==> config.mk <==
export PLATFORM = sky130hd
export DESIGN_NAME = sw_ctrl
export DESIGN_NICKNAME = d
export VERILOG_FILES = /design/src/rtl/sw_ctrl.sv
export SDC_FILE = /design/constraint.sdc
export NUM_CORES = 1
export LEC_CHECK = 0
export BUFFER_PORTS_ARGS = -buffer_cell sky130_fd_sc_hd__buf_4
export CAP_MARGIN = 20
export CORE_MARGIN = 4
export CORE_UTILIZATION = 30
export DETAILED_ROUTE_END_ITERATION = 8
export HOLD_SLACK_MARGIN = 0.08
export PLACE_DENSITY = 0.5
export SYNTH_ARGS = -nofsm -noshare
export SYNTH_HDL_FRONTEND = slang
export SYNTH_SLANG_ARGS = --single-unit
==> constraint.sdc <==
create_clock -name clk_in -period 4.5 [get_ports clk_in]
set_input_delay 0.45 -clock clk_in [delete_from_list [all_inputs] [get_ports clk_in]]
set_output_delay 0.45 -clock clk_in [all_outputs]
set_load 0.02 [all_outputs]
==> src/rtl/sw_ctrl.sv <==
// sw_ctrl: stopwatch control block.
// Synchronizes the start/clear/lap buttons, runs the IDLE/RUN/PAUSE/LAP state
// machine and divides clk_in by DIV to produce the count-enable tick for the
// digit counters.
// Optional feature: define SW_LAP_EN to enable the LAP (split) state and
// btn_lap handling. Without it btn_lap is ignored and hold is tied low.
module sw_ctrl #(
  parameter int unsigned DIV = 100000000
) (
  input  logic       clk_in,
  input  logic       rst,
  input  logic       btn_start,
  input  logic       btn_clr,
  input  logic       btn_lap,
  output logic       tick,
  output logic       clr,
  output logic       run,
  output logic       hold,
  output logic [1:0] state
);

  localparam int unsigned   PW       = (DIV > 2) ? $clog2(DIV) : 1;
  localparam logic [PW-1:0] PRE_LAST = PW'(DIV - 1);
`ifdef SW_LAP_EN
  localparam logic          LAP_EN   = 1'b1;
`else
  localparam logic          LAP_EN   = 1'b0;
`endif

  typedef enum logic [1:0] {
    S_IDLE  = 2'b00,
    S_RUN   = 2'b01,
    S_PAUSE = 2'b10,
    S_LAP   = 2'b11
  } state_t;

  // Button vectors are indexed 0 = start, 1 = clr, 2 = lap.
  logic [2:0]    btn_raw;
  logic [2:0]    sync1_q;
  logic [2:0]    sync2_q;
  logic [2:0]    edge_q;
  logic [2:0]    evt_d;
  logic [2:0]    evt_q;
  logic [2:0]    settle_d;
  logic [2:0]    settle_q;
  logic          start_ev;
  logic          clr_ev;
  logic          lap_ev;
  state_t        state_d;
  state_t        state_q;
  logic [PW-1:0] presc_d;
  logic [PW-1:0] presc_q;
  logic          tick_d;
  logic          tick_q;
  logic          clr_d;
  logic          clr_q;
  logic          run_d;
  logic          run_q;
`ifdef SW_LAP_EN
  logic          hold_d;
  logic          hold_q;
`endif

  assign btn_raw = {btn_lap, btn_clr, btn_start};

  // Rising-edge detect on the synchronized level. Edges are masked until the
  // synchronizer has refilled after reset, so a button held through reset
  // release looks like a steady level rather than a fresh press.
  always_comb begin
    evt_d    = sync2_q & ~edge_q & {3{settle_q[2]}};
    settle_d = {settle_q[1:0], 1'b1};
  end

  // Two-flop synchronizer, edge-detect history and registered button events.
  always_ff @(posedge clk_in or posedge rst) begin
    if (rst) begin
      sync1_q  <= '0;
      sync2_q  <= '0;
      edge_q   <= '0;
      evt_q    <= '0;
      settle_q <= '0;
    end else begin
      sync1_q  <= btn_raw;
      sync2_q  <= sync1_q;
      edge_q   <= sync2_q;
      evt_q    <= evt_d;
      settle_q <= settle_d;
    end
  end

  // Fixed priority start > clr > lap: only the winning event is acted upon.
  assign start_ev = evt_q[0];
  assign clr_ev   = evt_q[1] & ~evt_q[0];
  assign lap_ev   = evt_q[2] & LAP_EN & ~evt_q[1] & ~evt_q[0];

  // Next-state, clear pulse, prescaler and output decode.
  always_comb begin
    state_d = state_q;
    clr_d   = 1'b0;
    presc_d = presc_q;
    tick_d  = 1'b0;

    case (state_q)
      S_IDLE: begin
        if (start_ev) begin
          state_d = S_RUN;
        end else if (clr_ev) begin
          clr_d = 1'b1;
        end
      end
      S_RUN: begin
        if (start_ev) begin
          state_d = S_PAUSE;
        end else if (lap_ev) begin
          state_d = S_LAP;
        end
      end
      S_PAUSE: begin
        if (start_ev) begin
          state_d = S_RUN;
        end else if (clr_ev) begin
          state_d = S_IDLE;
          clr_d   = 1'b1;
        end
      end
      S_LAP: begin
        if (start_ev) begin
          state_d = S_PAUSE;
        end else if (lap_ev) begin
          state_d = S_RUN;
        end
      end
      default: state_d = S_IDLE;
    endcase

    // The prescaler advances only while time accumulates and is frozen in
    // PAUSE, so a partial interval survives pause/resume intact.
    if ((state_q == S_RUN) || (state_q == S_LAP)) begin
      if (presc_q == PRE_LAST) begin
        presc_d = '0;
        tick_d  = 1'b1;
      end else begin
        presc_d = presc_q + PW'(1);
      end
    end else if (clr_d) begin
      presc_d = '0;
    end

    run_d = (state_d == S_RUN) || (state_d == S_LAP);
`ifdef SW_LAP_EN
    hold_d = (state_d == S_LAP);
`endif
  end

  // State register with all outputs registered alongside it.
  always_ff @(posedge clk_in or posedge rst) begin
    if (rst) begin
      state_q <= S_IDLE;
      presc_q <= '0;
      tick_q  <= 1'b0;
      clr_q   <= 1'b0;
      run_q   <= 1'b0;
`ifdef SW_LAP_EN
      hold_q  <= 1'b0;
`endif
    end else begin
      state_q <= state_d;
      presc_q <= presc_d;
      tick_q  <= tick_d;
      clr_q   <= clr_d;
      run_q   <= run_d;
`ifdef SW_LAP_EN
      hold_q  <= hold_d;
`endif
    end
  end

  assign tick  = tick_q;
  assign clr   = clr_q;
  assign run   = run_q;
  assign state = state_q;
`ifdef SW_LAP_EN
  assign hold  = hold_q;
`else
  assign hold  = 1'b0;
`endif

endmodule
==> Word level (Yosys, flattened, before mapping) <==
Cells that the tools add are included.
{ "classes": {"n_reduce_logical": 6, "addsub": 1, "n_mux": 13, "bitwise": 5, "eq_ne": 6} }
{ "op_table": {"columns": ["cell", "n"], "rows": [
  ["$mux 27", 3],
  ["$add 27x1->27 const B", 1],
  ["$eq 27x27->1 const B", 1],
  ["$mux 2", 4],
  ["$eq 2x2->1 const B", 3],
  ["$pmux 2 s3", 1],
  ["$mux 1", 5],
  ["$and 2x2->2", 2],
  ["$eq 2x1->1 const B", 2],
  ["$reduce_or 2->1", 2],
  ["$logic_not 2->1", 1],
  ["$logic_or 1x1->1", 2],
  ["$not 2->2", 1],
  ["$reduce_bool 2->1", 1],
  ["$and 1x1->1", 1],
  ["$not 1->1", 1]
]} }
{ "word_totals": {"output_inout_bits": 6, "in_bits": 5, "wordCells": 41, "reg_bits": 43} }

==> Depth between registers and ports, before layout <==
Gate-level depths: netlist of run 1.
{ "depth": {"word_depth": 7, "depth_mapped": 8} }

==> Worst setup path after synthesis of run 1 <==
OpenSTA, ideal clock, no wires.
{ "synth_path": {"path_type": "reg2reg", "start": "register presc_q[0]", "end": "register presc_q[0]", "t_arrival_ns": 1.639, "path_slack_ns": 2.736, "period_less_slack_ns": 1.764, "n_path_buf": 2, "setup_time_ns": 0.125, "stages_incl_launch_ff": 8, "cell_sequence": "dfrtp_1 ha_1 nand3_2 nor2_1 a31oi_1 buf_2 buf_4 mux2_2"} }
{ "synth_via": {"elab_chain_cells": 3} }
{ "synth_rtl": {"columns": ["element", "line_no", "rtl"], "rows": [
  ["from (decl)", "52", "logic [PW-1:0] presc_q;"],
  ["from (signal assigned)", "168", "presc_q <= presc_d;"],
  ["$add 27x1->27 or $eq 27x27->1 (tied branches)", "143, 139", null],
  ["$mux 27 (*)", "139", "if (presc_q == PRE_LAST) begin"],
  ["$mux 27 (*)", "138", "if ((state_q == S_RUN) || (state_q == S_LAP)) begin"]
]} }
Mark *: on every way between the ends. The rest lies on a longest branch, timed or not.
A chain may end at the register's enable or synchronous reset.

==> Worst setup path after layout of run 1 <==
{ "layout_path": {"start": "register presc_q[1]", "end": "register presc_q[19]"} }
Same word-level chain as after synthesis.

==> results.md, run 1 <==
* Via count at 1409
* Largest net degree at the start of global routing at between 40 and 50
* Flops & latches, synth at 42
* Combinational share of power at around a quarter
* Actual slew at the worst max-slew pin at 0.691 ns
* DRT antenna net count at 0
* Synth area leader: dfrtp_1
* Peak Freq at 429 MHz
* Crit path required time at 4.68 ns
* Multi-input logic area at 873 sq um
* Int Pwr at roughly 0.6 mW
* Net count reported at finish at 202
* FILL cells at 650
* Slew Limit Fails at 0
* Die width at 89.2 microns
* Pre-CTS setup slack at ~2.2 ns
* Sw Ratio at approximately a third
* CTS Buffer Depth at 2
* Clk_skew at 0.00790 ns
* Final worst slack at 2.17 ns
* Worst Setup End Kind: flop
* Cell Area, Synth at approximately 2000 sq um
* Finished Cell Area at 2200 sq um
* Clock sinks at 42
* CTS tree: yes
* Slowest cell delay on critical path at 0.44 ns
* Drt via density at 5.14
* Cell Area, Placed at 2110 sq um
* Initial DRC Count at a little over 80
* Area growth syn-to-layout at 11.4%
* Post-synth EDFFs at 0
* Commonest non-fill, non-tap cells in the layout: dfrtp_1, nor2_1, nand2_1, a31oi_1, buf_4
* Worst path arrival time at 2.51 ns
* CTS resizes at 0
* Starting Density at between 30% and 40%
* Std cell rows at 29
* Hold crit path type: in2reg
* Critical-path top delay cell: dfrtp_1
* Initial antenna violation count at 0
* Top cell type's share of synthesized area at 53.1%
* Setup violations, final at 0
* Sequential fraction of the synthesis area at 53.1%
* Outcome: complete, no violations
* Die area at 7960 sq um
* Crit path kind: reg2reg
* Mean Syn Cell Area at 10.6 sq um
* Commonest register cell after synthesis: dfrtp_1
* Post-Route WL at 3740 microns
* Commonest non-fill, non-tap cell in the layout: dfrtp_1
* Final min period at 2.33 ns
* Clock slew at the register clock pins of the worst setup and hold paths at 0.09 ns
* Fin. Hold Viols at 0
* Crit-path max FO at 17
* Tot GR Track Use at 10.9%
* Hold WS at 0.252 ns
* Mapped Nets at 193
* Ys async rst share at 100%
* Setup Buffers After CTS at 0
* Layout cells sized above 1 at 14.7%
* DRC Markers at 0
* P_sw at around 0.33 mW
* Port Buffers at 8
* Area contributors post-synth: dfrtp_1, a31oi_1, nor2_1
* TritonRoute pass-1 iters at 4
* Synth unique cells at 37
* Max cap viols at 0
* H-tree levels at 2
* Leak at 1.03 nW
* Clock power frac at 27.1%
* RSZ-0062 raised after global routing: false
* Residual overflow from global routing at 0
* Floorplan core area at 6390 sq um
* Routed wire per std cell at 13.7 microns
* Die height at 89.2 microns
* DPL Wire Length at 2520 microns
* # hold bufs at CTS at 0
* Setup TNS at 0 ns
* RD Place Congestion at 0.722
* Ant. Diodes at 0
* Vias in the first global route at 1388
* Synth Instances at 187
* CP cell instances: ha_1 -> nand3_2 -> nor2_1 -> a31oi_2 -> buf_4 -> and3_1 -> a221o_1
* Reg power frac at between 40% and 50%
* CP startpoint kind: flop
* Crit share post-route at 51.8%
* Worst VDD drop at roughly 0.18 mV
* I/O pins at 11
* Synth Warn # at 0
* Root Buffer: clkbuf_8
* Worst slew margin at 53.8%
* Worst-Skew Late Latency at 0.30 ns
* Wire length of the first global-routing pass at approximately 6700 microns
* FF+latch area at 1050 sq um
* Power density over cell area at 422 nW/um^2
* Cts bufs inserted at 5
stage by stage:
stage                     cells  util, %  power [mW]
after floorplan             187        -       0.629
after global placement      266     33.1       0.682
after detailed placement    266     33.1       0.689
after CTS                   274     34.5       0.945
after global routing        274     34.5       0.993
final                       274     34.5       0.929
power groups by stage:
| stage | sequential (mW) | combinational, mW | clock (mW) |
|---|---|---|---|
| finish | 0.450 | 0.227 | 0.252 |
| global route | 0.457 | 0.256 | 0.280 |
| CTS | 0.451 | 0.230 | 0.264 |
| detailed placement | 0.458 | 0.230 | 0 |
| global placement | 0.457 | 0.225 | 0 |
| floorplan | 0.459 | 0.170 | 0 |
worst max-delay path, delay by kind of cell, from the launching register on:
kind	cells	cell delay, ns
adders and majority gates	1	0.24
AOI/OAI and AO/OA	2	0.56
DFF	1	0.44
buffers and inverters	1	0.29
and+or+nand+nor	3	0.69
area by class of cell:
type / instances / share of cell area (%)
flip-flops and latches: 42 / 47.7
multi-input cells: 133 / 39.6
well taps: 77 / 4.37
repair buffers: 10 / 3.41
clock buffers: 5 / 3.12
clock inverters: 3 / 1.08
inverters: 4 / 0.681
worst paths after layout:
kind | end | slack, ns | cells past startpoint | start
worst max-delay path | presc_q[19] | 2.17 | 7 | presc_q[1]
worst min-delay path | sync1_q[1] | 0.25 | 1 | btn_clr
worst max register to register | presc_q[19] | 2.17 | 7 | presc_q[1]
worst min register to register | sync2_q[1] | 0.35 | 0 | sync1_q[1]
max in group asynchronous | presc_q[18] | 3.84 | 3 | rst
min in group asynchronous | sync1_q[1] | 0.27 | 3 | rst
cells in the mapped netlist (2+ instances only):
cell type,instances
a21oi_1,7
a221o_1,2
a31oi_1,16
and2_1,4
and3_1,7
and3b_1,2
and4_1,5
buf_2,3
buf_4,3
clkbuf_1,2
conb_1,2
dfrtp_1,42
inv_1,4
nand2_1,15
nand2b_1,4
nand3_1,8
nand3_2,2
nand4_1,6
nand4_4,2
nor2_1,22
nor4_4,2
o21ai_0,3
xnor2_1,2
xor2_1,9
sequential cells by signal, summed over array words and instances (netlist names):
register  flops
state         2
sync2_q       2
sync1_q       2
edge_q        2
settle_q      3
evt_q         2
clr           1
tick          1
presc_q      27
logic make-up after synthesis:
family                     after synthesis  synth area share [%]
buffers and inverters                   12                  3.04
xor gates and xnor gates                11                  4.87
other                                    2                 0.380
and+or+nand+nor                         84                  26.0
AOI/OAI and AO/OA                       33                  10.9
DFF                                     42                  53.1
muxes                                    2                  1.08
adders and majority gates                1                 0.632
metal layers:
metal,part of all wire (%),global-route usage (%)
met2,45,17.0
met5,0,0
met4,1.9,4.47
met1,50,14.6
met3,3.0,2.76
Note: power is estimated with default switching activity, not from simulation.
==> run 2, diff against run 1 <==
--- a/config.mk
+++ b/config.mk
@@ -5,6 +5,7 @@
 export SDC_FILE = /design/constraint.sdc
 export NUM_CORES = 1
 export LEC_CHECK = 0
+export ABC_AREA = 1
 export BUFFER_PORTS_ARGS = -buffer_cell sky130_fd_sc_hd__buf_4
 export CAP_MARGIN = 20
 export CORE_MARGIN = 4
==> constraint.sdc (replaced) <==
create_clock -name clk_in -period 2.4 [get_ports clk_in]
set_input_delay 0.24 -clock clk_in [delete_from_list [all_inputs] [get_ports clk_in]]
set_output_delay 0.24 -clock clk_in [all_outputs]
set_load 0.02 [all_outputs]
==> results.md, run 2 <==
* Routed wire per std cell at 12.4 microns (-9.0%)
* Reg2Reg Depth at 8 (+1)
* Layout cells sized above 1 at 12.9% (-1.8 points)
* Top-count cell post-synth: nand2_1
* Synth Instances at 312 (+67%)
* Final core occ at 34.1% (-0.42 points)
* Setup Buffers After CTS at 0 (unchanged)
* R2r startpoint: presc_q[0]
* Commonest non-fill, non-tap cell in the layout: nand2_1
* Mean Syn Cell Area at 7.53 sq um (-29%)
* Floorplan core area at 7690 sq um (+20%)
* RSZ-0062 raised after global routing: false
* RD Place Congestion at 0.827 (+14%)
* Post-synth EDFFs at 0 (unchanged)
* Worst VDD drop at 0.230 mV (+27%)
* Non-Filler Instances at 428 (+56%)
* Crit path required time at 2.59 ns (-2.09 ns)
* Wire length of the first global-routing pass at 9530 microns (+42%)
* Tot GR Track Use at 13.4% (+2.4 points)
* CTS tree: yes
* Cell Area, Placed at 2510 sq um (+19%)
* Pre-CTS setup slack at 0.610 ns (-1.56 ns)
* Initial DRC Count at 89 (+9.9%)
* Commonest register cell after synthesis: dfrtp_1
* Multiplexer share of the synthesized area at 0% (-1.1 points)
* Via count at 1911 (+36%)
* Slew Limit Fails at 0 (unchanged)
* Most frequent cells after synthesis: nand2_1, nor2_1, dfrtp_1, inv_1, nand3_1
* Die width at 96.5 microns (+8.2%)
* Flops & latches, synth at 42 (unchanged)
* Drt via density at 4.46 (-13%)
* Synth unique cells at 27 (-27%)
* Setup violations, final at 0 (unchanged)
* Synth Warn # at 0 (unchanged)
* Clk_skew at 0.00518 ns (-0.00271 ns)
* Net count reported at finish at 331 (+64%)
* Cell Area, Synth at 2350 sq um (+19%)
* Largest Register: presc_q
* Peak Freq at 562 MHz (+31%)
* Top flop regs: presc_q (27), settle_q (3)
* Crit-path max FO at 15 (-2)
* Worst-Skew Late Latency at 0.30 ns (about the same)
* Leak at 1.18 nW (+14%)
* Top cell type's share of synthesized area at 44.7% (-8.4 points)
* Die height at 96.5 microns (+8.2%)
* Synth area leader: dfrtp_1
* DRC Markers at 0 (unchanged)
* Reg-to-reg endpoint: presc_q[14]
* Synth Area in XOR/XNOR at 4.10% (-0.77 points)
* Hold crit path type: in2async
* Actual slew at the worst max-slew pin at 0.535 ns (-0.156 ns)
* Max cap viols at 0 (unchanged)
* Residual overflow from global routing at 0 (unchanged)
* Outcome: complete, no violations
* DRT antenna net count at 0 (unchanged)
* CP startpoint kind: flop
* Crit share post-route at 74.2% (+22 points)
* Worst Setup SP: presc_q[0]
* Power density over cell area at 682 nW/um^2 (+62%)
* Compound-Gate Fraction of Synth Area at 4.10% (-6.8 points)
* Die area at 9310 sq um (+17%)
* Clock slew at the register clock pins of the worst setup and hold paths at 0.09 ns (about the same)
* Inst Count DP at 418 (+57%)
* Root Buffer: clkbuf_8
* H-tree levels at 2 (unchanged)
* TritonRoute pass-1 iters at 4 (unchanged)
* Vias in the first global route at 1968 (+42%)
* Largest net degree at the start of global routing at 43 (unchanged)
* Synth Area in Adders at 0.532% (-0.10 points)
* Finished Cell Area at 2620 sq um (+19%)
* Starting Density at 30.6% (-0.41 points)
* Crit path kind: reg2reg
* I/O pins at 11 (unchanged)
* Synth Area in Simple Gates at 39.3% (+13 points)
* R2R setup slack at 0.62 ns (-1.55 ns)
* Fin. Hold Viols at 0 (unchanged)
* Area contributors post-synth: dfrtp_1, nand2_1, nor2_1
* Ys async rst share at 100% (unchanged)
* Largest family of logic cells by synthesized area: simple AND/OR/NAND/NOR gates
* Commonest non-fill, non-tap cells in the layout: nand2_1, nor2_1, dfrtp_1
* Area growth syn-to-layout at 11.5%
* Mapped Nets at 318 (+65%)
* Worst path arrival time at 1.97 ns (-0.54 ns)
* Port Buffers at 8 (unchanged)
* DPL Wire Length at 3820 microns (+52%)
* Max FFs per register at 27 (unchanged)
* Sequential fraction of the synthesis area at 44.7% (-8.4 points)
* Initial antenna violation count at 0 (unchanged)
* Std cell rows at 32 (+10%)
* Cts bufs inserted at 5 (unchanged)
* Worst slew margin at 64.3% (+10 points)
* CTS Buffer Depth at 2 (unchanged)
* Ant. Diodes at 0 (unchanged)
* Setup TNS at 0 ns (unchanged)
* Post-Route WL at 5320 microns (+42%)
* Final worst slack at 0.620 ns (-1.55 ns)
* Clock sinks at 42 (unchanged)
* Worst Setup End Kind: flop
* Final min period at 1.78 ns (-0.552 ns)
==> run 2: changes by cell type after synthesis, moves of 6 or more <==
cell	change
inv_1	+22
nor2_1	+24
and3_1	-7
o21ai_1	+7
nor2_4	+6
nand3_1	+18
nor2_2	+6
a21oi_1	-7
nand2_1	+88
a31oi_1	-16
==> run 2: layout make-up <==
| type | count | area, sq um |
|---|---|---|
| Fill cell | 840 | 5070 |
| Sequential cell | 42 | 1050 |
| Clock inverter | 2 | 13.8 |
| Tap cell | 102 | 128 |
| Multi-Input combinational cell | 232 | 1140 |
| Timing Repair Buffer | 13 | 103 |
| Inverter | 31 | 116 |
| Clock buffer | 6 | 72.6 |
==> run 2: critical path, cell delays in order (launching register included) <==
cell and delay (ns):
dfrtp_1 0.42, ha_1 0.27, nand2_4 0.11, nor2_8 0.15
nand2_4 0.09, nor2_4 0.12, nand2_4 0.15, o21ai_4 0.29
nor2_1 0.07
==> run 2: through the flow <==
stage	hold slack (ns)	power [mW]
floorplan	0.271	1.19
global placement	0.333	1.33
detailed placement	0.335	1.34
CTS	0.0884	1.82
global route	0.114	1.91
finish	0.0665	1.79
==> run 2: how the worst max path moves through the flow <==
stage	end	slack, ns
detailed placement	presc_q[7]	0.61
global route	presc_q[10]	0.47
floorplan	presc_q[11]	0.94
CTS	presc_q[14]	0.59
finish	presc_q[14]	0.62
global placement	presc_q[14]	0.65
==> run 2: power breakdown <==
part / internal (mW) / switching, mW
logic: 0.149 / 0.332
registers: 0.769 / 0.0687
clock network: 0.206 / 0.263
total: 1.12 / 0.663
==> run 2: logic make-up (layout without fill, tap and decap cells) <==
| group | Yosys count | in the layout |
|---|---|---|
| other cells | 2 | 2 |
| simple gates | 203 | 203 |
| compound gates | 15 | 15 |
| flops | 42 | 42 |
| fa+ha+maj | 1 | 1 |
| xor+xnor | 11 | 11 |
| buf+inv | 38 | 52 |
==> run 2: what timing repair did <==
item,in CTS,in global routing
gates resized for setup,0,0
hold buffers,2,0
hold endpoints to repair,2,0
==> run 2: per-layer routing <==
layer / wire length [microns] / GRT usage [%] / vias to the layer above
met5: 0 / 0 / -
met4: 76 / 3.97 / 0
met3: 110 / 2.56 / 6
met2: 2410 / 21.4 / 14
met1: 2720 / 18.3 / 899
li1: - / - / 992
==> run 3, diff against run 2 <==
==> constraint.sdc (replaced) <==
create_clock -name clk_in -period 1.86 [get_ports clk_in]
set_input_delay 0.186 -clock clk_in [delete_from_list [all_inputs] [get_ports clk_in]]
set_output_delay 0.186 -clock clk_in [all_outputs]
set_load 0.02 [all_outputs]
==> results.md, run 3 (synthesized netlist as in run 2, its figures left out) <==
* Worst slew margin at 62.9% (-1.4 points)
* Peak Freq at 582 MHz (+3.7%)
* Initial antenna violation count at 0 (unchanged)
* Worst path arrival time at 1.91 ns (-0.06 ns)
* Commonest non-fill, non-tap cells in the layout: nand2_1, nor2_1, dfrtp_1
* Post-Route WL at 5390 microns (+1.4%)
* Worst VDD drop at 0.469 mV (+100%)
* CTS resizes at 0 (unchanged)
* Die width at 96.5 microns (unchanged)
* Clk_skew at 0.00900 ns (+0.00382 ns)
* Clock slew at the register clock pins of the worst setup and hold paths at 0.09 ns (about the same)
* Finished Cell Area at 2660 sq um (+1.5%)
* Power density over cell area at 879 nW/um^2 (+29%)
* Crit share post-route at 92.3% (+18 points)
* Port Buffers at 8 (unchanged)
* Tot GR Track Use at 13.0% (-0.35 points)
* Top flop regs: presc_q (27), settle_q (3)
* Multi-input logic area at 1140 sq um (unchanged)
* Final worst slack at 0.143 ns (-0.477 ns)
* Critical-path top delay cell: dfrtp_1
* Crit path kind: reg2reg
* Slowest cell delay on critical path at 0.42 ns (about the same)
* Vias in the first global route at 1924 (-2.2%)
* CP cell instances: ha_1 -> nand2_4 -> nor2_8 -> nand2_4 -> nor2_4 -> nand2_4 -> o21ai_4 -> nor2_2
* CP top delay family: simple AND/OR/NAND/NOR gates
* Crit path required time at 2.05 ns (-0.54 ns)
* Setup TNS at 0 ns (unchanged)
* Starting Density at 30.6% (unchanged)
* Initial DRC Count at 77 (-13%)
* Root Buffer: clkbuf_8
* # hold bufs at CTS at 3 (+1)
* Max FFs per register at 27 (unchanged)
* Sw Ratio at 37.8% (+0.71 points)
* DRC Markers at 0 (unchanged)
* Int Pwr at 1.45 mW (+29%)
* DPL Wire Length at 3930 microns (+2.8%)
* CTS tree: yes
* DRT antenna net count at 0 (unchanged)
* Layout cells sized above 1 at 13.4% (+0.53 points)
* Commonest non-fill, non-tap cell in the layout: nand2_1
* FF+latch area at 1050 sq um (unchanged)
* Inst Count DP at 419 (+0.24%)
* Drt via density at 4.47 (about the same)
* Clock power frac at 27.9% (+1.7 points)
* I/O pins at 11 (unchanged)
* CTS Buffer Depth at 2 (unchanged)
* H-tree levels at 2 (unchanged)
* Pre-CTS setup slack at 0.136 ns (-0.474 ns)
* Actual slew at the worst max-slew pin at 0.557 ns (+0.0215 ns)
* Reg power frac at 46.2% (-0.7 points)
* Outcome: complete, no violations
* RD Place Congestion at 0.850 (+2.8%)
* Floorplan core area at 7690 sq um (unchanged)
* Die height at 96.5 microns (unchanged)
* Final min period at 1.72 ns (-0.0627 ns)
* FILL cells at 844 (+0.48%)
* Net count reported at finish at 333 (+0.60%)
* Fin. Hold Viols at 0 (unchanged)
* Residual overflow from global routing at 0 (unchanged)
* Non-Filler Instances at 430 (+0.47%)
* Cell Area, Placed at 2530 sq um (+0.80%)
* Slew Limit Fails at 0 (unchanged)
* Setup Buffers After CTS at 0 (unchanged)
* CP dominant cell by count: nand2_4
* Worst-Skew Late Latency at 0.31 ns (about the same)
* Leak at 1.20 nW (+1.7%)
* Cts bufs inserted at 5 (unchanged)
* Hold crit path type: reg2reg
* Combinational share of power at 25.9% (-1.0 points)
* Largest Register: presc_q
* Die area at 9310 sq um (unchanged)
* Wire length of the first global-routing pass at 9170 microns (-3.8%)
* RSZ-0062 raised after global routing: false
* Critical path buffers and inverters at 0 (unchanged)
* Via count at 1920 (+0.47%)
* Std cell rows at 32 (unchanged)
* CP startpoint kind: flop
* Final core occ at 34.6% (+0.50 points)
* Area growth syn-to-layout at 13.2%
* Max cap viols at 0 (unchanged)
* TritonRoute pass-1 iters at 4 (unchanged)
* Crit-path max FO at 8 (-7)
* P_sw at 0.883 mW (+33%)
* Worst Setup End Kind: flop
* Routed wire per std cell at 12.5 microns (+0.92%)
* Largest net degree at the start of global routing at 43 (unchanged)
* Ant. Diodes at 0 (unchanged)
* Clock sinks at 42 (unchanged)
* Setup violations, final at 0 (unchanged)
## run 3: worst register-to-register path, cell delays in order (launching register included)
cell,delay [ns]
dfrtp_1,0.42
ha_1,0.26
nand2_4,0.11
nor2_8,0.15
nand2_4,0.09
nor2_4,0.12
nand2_4,0.11
o21ai_4,0.28
nor2_2,0.07
## run 3: path summary, 6_finish.rpt
| kind | startpoint | slack [ns] | end | cells after the start |
|---|---|---|---|---|
| max | presc_q[0] | 0.14 | presc_q[11] | 8 |
| min | settle_q[0] | 0.36 | settle_q[1] | 0 |
| max reg2reg | presc_q[0] | 0.14 | presc_q[11] | 8 |
| min reg2reg | settle_q[0] | 0.36 | settle_q[1] | 0 |
| max in group asynchronous | rst | 0.91 | presc_q[25] | 4 |
| min in group asynchronous | rst | 0.57 | settle_q[1] | 4 |
## run 3: power by group through the flow
stage                     logic [mW]  registers (mW)  clock network, mW
after floorplan                0.426            1.11                  0
after global placement         0.612            1.09                  0
after detailed placement       0.611            1.10                  0
after CTS                      0.618            1.08              0.674
after global routing           0.684            1.09              0.720
final                          0.604            1.08              0.653
## run 3: routing by layer
| layer | global-route usage, % | wire length, microns |
|---|---|---|
| met1 | 16.9 | 2630 |
| met3 | 2.32 | 140 |
| met4 | 5.26 | 104 |
| met5 | 0 | 0 |
| met2 | 21.4 | 2510 |
## run 3: metrics by stage
step | hold slack, ns | power (mW)
2_1_floorplan | 0.217 | 1.54
3_3_place_gp | 0.296 | 1.71
3_5_place_dp | 0.297 | 1.71
4_1_cts | 0.360 | 2.37
5_1_grt | 0.376 | 2.50
6_report | 0.357 | 2.34
## run 3: cell type report
cell class	instances	share of cell area [%]
multi-input cells	232	42.7
flip-flops and latches	42	39.5
well taps	102	4.80
inverters	31	4.38
repair buffers	15	4.99
clock inverters	3	0.988
clock buffers	5	2.59
